### config.mk
export PLATFORM = sky130hd
export DESIGN_NAME = lc3_reg_file
export DESIGN_NICKNAME = d
export VERILOG_FILES = /design/src/rtl/lc3_reg_file.sv
export SDC_FILE = /design/constraint.sdc
export NUM_CORES = 1
export LEC_CHECK = 0
export CAP_MARGIN = 20
export CORE_ASPECT_RATIO = 0.9
export CORE_UTILIZATION = 46
export DETAILED_ROUTE_END_ITERATION = 10
export HOLD_SLACK_MARGIN = 0.06
export PLACE_DENSITY = 0.83
export SLEW_MARGIN = 20
export SYNTH_ARGS = -nofsm -noshare
export SYNTH_HDL_FRONTEND = slang
export SYNTH_SLANG_ARGS = --single-unit
### constraint.sdc
create_clock -name Clk -period 1.05 [get_ports Clk]
set_input_delay 0.1575 -clock Clk [delete_from_list [all_inputs] [get_ports Clk]]
set_output_delay 0.1575 -clock Clk [all_outputs]
set_load 0.005 [all_outputs]
### src/rtl/lc3_reg_file.sv
// lc3_reg_file: LC-3 register file R0..R7 with NZP condition codes and the
// branch-enable bit used by the control FSM.
// Optional feature macro: REGFILE_BYPASS_EN -- when defined, the register
// being written drives BUS onto its output in the same cycle.
module lc3_reg_file #(
  parameter int          DATA_W    = 16,
  parameter logic [2:0]  RESET_NZP = 3'b010
) (
  input  logic              Clk,
  input  logic              Reset_n,
  input  logic [DATA_W-1:0] BUS,
  input  logic [15:0]       IR,
  input  logic              LD_REG,
  input  logic              DRMUX,
  input  logic              LD_CC,
  input  logic              LD_BEN,
  output logic [DATA_W-1:0] reg1_out,
  output logic [DATA_W-1:0] reg2_out,
  output logic [DATA_W-1:0] reg3_out,
  output logic [DATA_W-1:0] reg4_out,
  output logic [DATA_W-1:0] reg5_out,
  output logic [DATA_W-1:0] reg6_out,
  output logic [DATA_W-1:0] reg7_out,
  output logic [DATA_W-1:0] reg8_out,
  output logic [2:0]        nzp_out,
  output logic              BEN,
  output logic [2:0]        dr_sel
);

  logic [DATA_W-1:0] regs [8];
  logic [DATA_W-1:0] view [8];
  logic [2:0]        nzpNext;
  logic              benNext;

  // Destination decode: linkage instructions force R7, otherwise IR[11:9].
  always_comb begin
    dr_sel = DRMUX ? 3'b111 : IR[11:9];
  end

  // Condition codes from the bus value and branch enable from the held flags.
  always_comb begin
    nzpNext = {BUS[DATA_W-1], (BUS == '0), (~BUS[DATA_W-1]) & (BUS != '0)};
    benNext = (IR[11] & nzp_out[2]) | (IR[10] & nzp_out[1]) | (IR[9] & nzp_out[0]);
  end

  // Register storage: reset clears everything, a load writes only R[dr_sel].
  always_ff @(posedge Clk or negedge Reset_n) begin
    if (!Reset_n) begin
      for (int i = 0; i < 8; i++) regs[i] <= '0;
    end else if (LD_REG) begin
      regs[dr_sel] <= BUS;
    end
  end

  // Flag state: NZP and BEN load independently; BEN sees the pre-edge NZP.
  always_ff @(posedge Clk or negedge Reset_n) begin
    if (!Reset_n) begin
      nzp_out <= RESET_NZP;
      BEN     <= 1'b0;
    end else begin
      if (LD_CC)  nzp_out <= nzpNext;
      if (LD_BEN) BEN     <= benNext;
    end
  end

`ifdef REGFILE_BYPASS_EN
  // Output view with same-cycle forwarding of BUS onto the register being written.
  always_comb begin
    for (int i = 0; i < 8; i++) begin
      view[i] = (LD_REG && (dr_sel == 3'(i))) ? BUS : regs[i];
    end
  end
`else
  // Output view is the plain flop contents.
  always_comb begin
    for (int i = 0; i < 8; i++) begin
      view[i] = regs[i];
    end
  end
`endif

  assign reg1_out = view[0];
  assign reg2_out = view[1];
  assign reg3_out = view[2];
  assign reg4_out = view[3];
  assign reg5_out = view[4];
  assign reg6_out = view[5];
  assign reg7_out = view[6];
  assign reg8_out = view[7];

endmodule

==> flow_summary.toml <==
[sta]
final-hold-violation-count = 0
whs_ns = 0.1246
rsz0062_at_grt = "yes"
max_slew.worst_pin.slew_ns = 0.3249
setup_viol_count_final = 132
max_freq_mhz = 833.8
layout_min_cycle_time_ns = 1.199
maxSlewViolCount = 0
clock_skew_ns = 0.00009442
slew_headroom_pct = 78.34
setup_ws_ns = -0.1493
period_share_pct = 114.2
tns_ns = -3.482

[finish]
diodes = 0
seq_area_mm2 = 0.003304
multi_input_area_mm2 = 0.001866
syn_to_final_growth_pct = 54.22
nets = 624
fillers = 723
utilization_pct = 73.34
drive_gt1_share_pct = 72.62

[routing]
wirelength_mm = 15.49
viasPerCell = 5.017
drtAntennaViolNets = 0
drt_iter0_drc = 159
drt_pass1_iterations = 4
num_vias = 3768
drc = 0
wire_per_inst_um = 20.63

[synth]
syn-cell-area_mm2 = 0.005162
async_reset_ff_share_pct = 100.0
synth_area_leaders = "dfrtp_1 63%, mux2_2 26%, mux2_4 2.9%, buf_6 1.7%, nor3_4 0.63%"
synth_compound_area_share_pct = 0.6302
synth-edff-count = 0
synth_top_area_cell = "dfrtp_1"
yosys_register_bits = 132
synth_mux_area_share_pct = 29.06
synth_xor_area_share_pct = 0
synth_top_area_share_pct = 63.50
synth.net_count = 341
ys.flop_type = "dfrtp_1"
netlist_top_cells_count = "131 x dfrtp_1, 119 x mux2_2, 10 x mux2_4, 8 x buf_6, 4 x nor4_1"
yosysWarnings = 0
syn_avg_cell_area_um2 = 17.04
synth_adder_area_share_pct = 0
yosysMostFrequentCell = "dfrtp_1"
synth.distinct_cells = 30
synth_top_family_by_area = "multiplexers"
synthSimpleGateAreaFrac_pct = 3.563
ys_seq_area_share_pct = 64.01
syn_inst = 303

[place]
port-buffer-count = 159
place_hpwl_mm = 9.808
gp_congestion = 0.7815

[clock_tree]
insertion_delay_ns = 0.41
cts_buffers = 17
clkTransAtPathRegs_ns = 0.06
htree_levels = 4
clock_sinks = 132
max-clock-path-buffers = 2
cts_tree = "done"
cts_root_buffer = "clkbuf_16"

[run]
drv_cap = 0

[power]
finalPower_mw = 16.93
power.leakage_nw = 4.013
peakVddDrop_uv = 1841
power.density_mw_per_mm2 = 2126

[die]
die_x_um = 113.7
start_util_pct = 47.56
die_area_mm2 = 0.01165
boundaryPins = 173
coreArea_mm2 = 0.01086
die_h_um = 102.5
num_rows = 36

[global_route]
antenna_found_initial = 0
grt_max_degree = 61
grt_pass1_vias = 3928
grt_pass1_wl_mm = 22.39
grt_overflow = 0
grt.total_usage_pct = 26.68

[critical_path]
crit_family = "flip-flops"
r2r_setup_slack_ns = 0.01
crit_type = "flop to primary output"
crit_path_start_kind = "flop"
r2r_cells = 3
crit_cells = 1
crit_chain = "buf_2"
crit_slowest_cell = "dfstp_2"
cp-end-kind = "primary output"
crit_required_ns = 0.89
worst-path-buf-inv = 1
cpPeakStageDelay_ns = 0.53
critPathMaxFanout = 2
crit_arrival_ns = 1.04

[status]
violations = "setup timing"
status = "finished, violations left"

[min_path]
min_path_type = "primary input to asynchronous set/reset pin"
[area by class of cell]
| class | instances | area share, % |
|---|---|---|
| clock buffer | 23 | 6.003 |
| clock inverter | 9 | 1.587 |
| inverter | 4 | 0.2200 |
| multi-input combinational | 155 | 23.43 |
| sequential | 132 | 41.51 |
| tap | 152 | 2.389 |
| timing repair buffer | 276 | 24.86 |
[final timing paths]
check	endpoint	from
max	nzp_out[1]	nzp_out[1]
max reg2reg	reg7_out[10]	reg7_out[10]
min reg2reg	reg1_out[5]	reg1_out[5]
min	reg1_out[10]	Reset_n
min in group Clk	BEN	IR[11]
max in group asynchronous	reg1_out[6]	Reset_n
[cells by family (layout without fill, tap and decap cells)]
group | Yosys count | in the layout
AOI/OAI and AO/OA | 4 | 4
buffers and inverters | 16 | 312
DFF | 132 | 132
muxes | 130 | 130
and+or+nand+nor | 21 | 21
[metal layers]
layer | routed length (um) | vias up | track usage, %
li1 | - | 1646 | -
met1 | 6297 | 1948 | 31.68
met2 | 7754 | 149 | 45.78
met3 | 1140 | 25 | 7.995
met4 | 297 | 0 | 11.23
met5 | 0 | - | 0
[where the power goes]
part           internal (mW)  leakage [nW]  switching [mW]
sequential              6.21          1.61           0.629
clock                   3.91         0.297            2.09
combinational           2.56          2.11            1.54
total                   12.7          4.01            4.25
[registers in the layout, indices dropped and copies added (netlist names)]
register / cells
reg8_out: 16
reg2_out: 16
BEN: 1
reg3_out: 16
nzp_out: 3
reg4_out: 16
reg5_out: 16
reg1_out: 16
reg7_out: 16
reg6_out: 16
[worst reg2reg max path: cells and delay by family (launching register included)]
kind / cells / cell delay (ns)
buf+inv: 2 / 0.27
mux: 1 / 0.26
flops: 1 / 0.40
[stage by stage]
step                      worst slack, ns  area, um2  std cells
after floorplan                   -0.2746       5239        303
after global placement            -0.7838       7340        647
after detailed placement          -0.8233       7340        647
after CTS                         -0.1635       7719        727
after global routing              -0.1697       7961        751
final                             -0.1493       7961        751
[cell usage in the layout, fill, tap and decap left out, types with 2 or more instances in the layout]
master / instances
buf_2: 133
dfrtp_1: 131
buf_4: 101
mux2_2: 99
mux2_4: 30
clkbuf_16: 18
dlygate4sd2_1: 12
buf_12: 12
buf_6: 6
clkinv_2: 4
inv_1: 3
bufinv_16: 3
clkbuf_8: 3
clkbuf_1: 3
clkdlybuf4s50_1: 3
clkbuf_2: 3
or2_2: 2
nor2b_1: 2
nand3_4: 2
nand2_2: 2
nor3_4: 2
nor4_4: 2
nor4_2: 2
dlymetal6s2s_1: 2
[what timing repair did]
| action | 4_1_cts | 5_1_grt |
|---|---|---|
| hold buffers | 1 | 0 |
| gates resized for setup | 572 | 21 |
| endpoints found under the setup margin | 265 | 172 |
| pin swaps | 9 | 11 |
| endpoints found under the hold margin | 131 | 0 |
| buffers inserted | 46 | 23 |
| cloned | 1 | 1 |
Note: power is estimated with default switching activity, not from simulation.
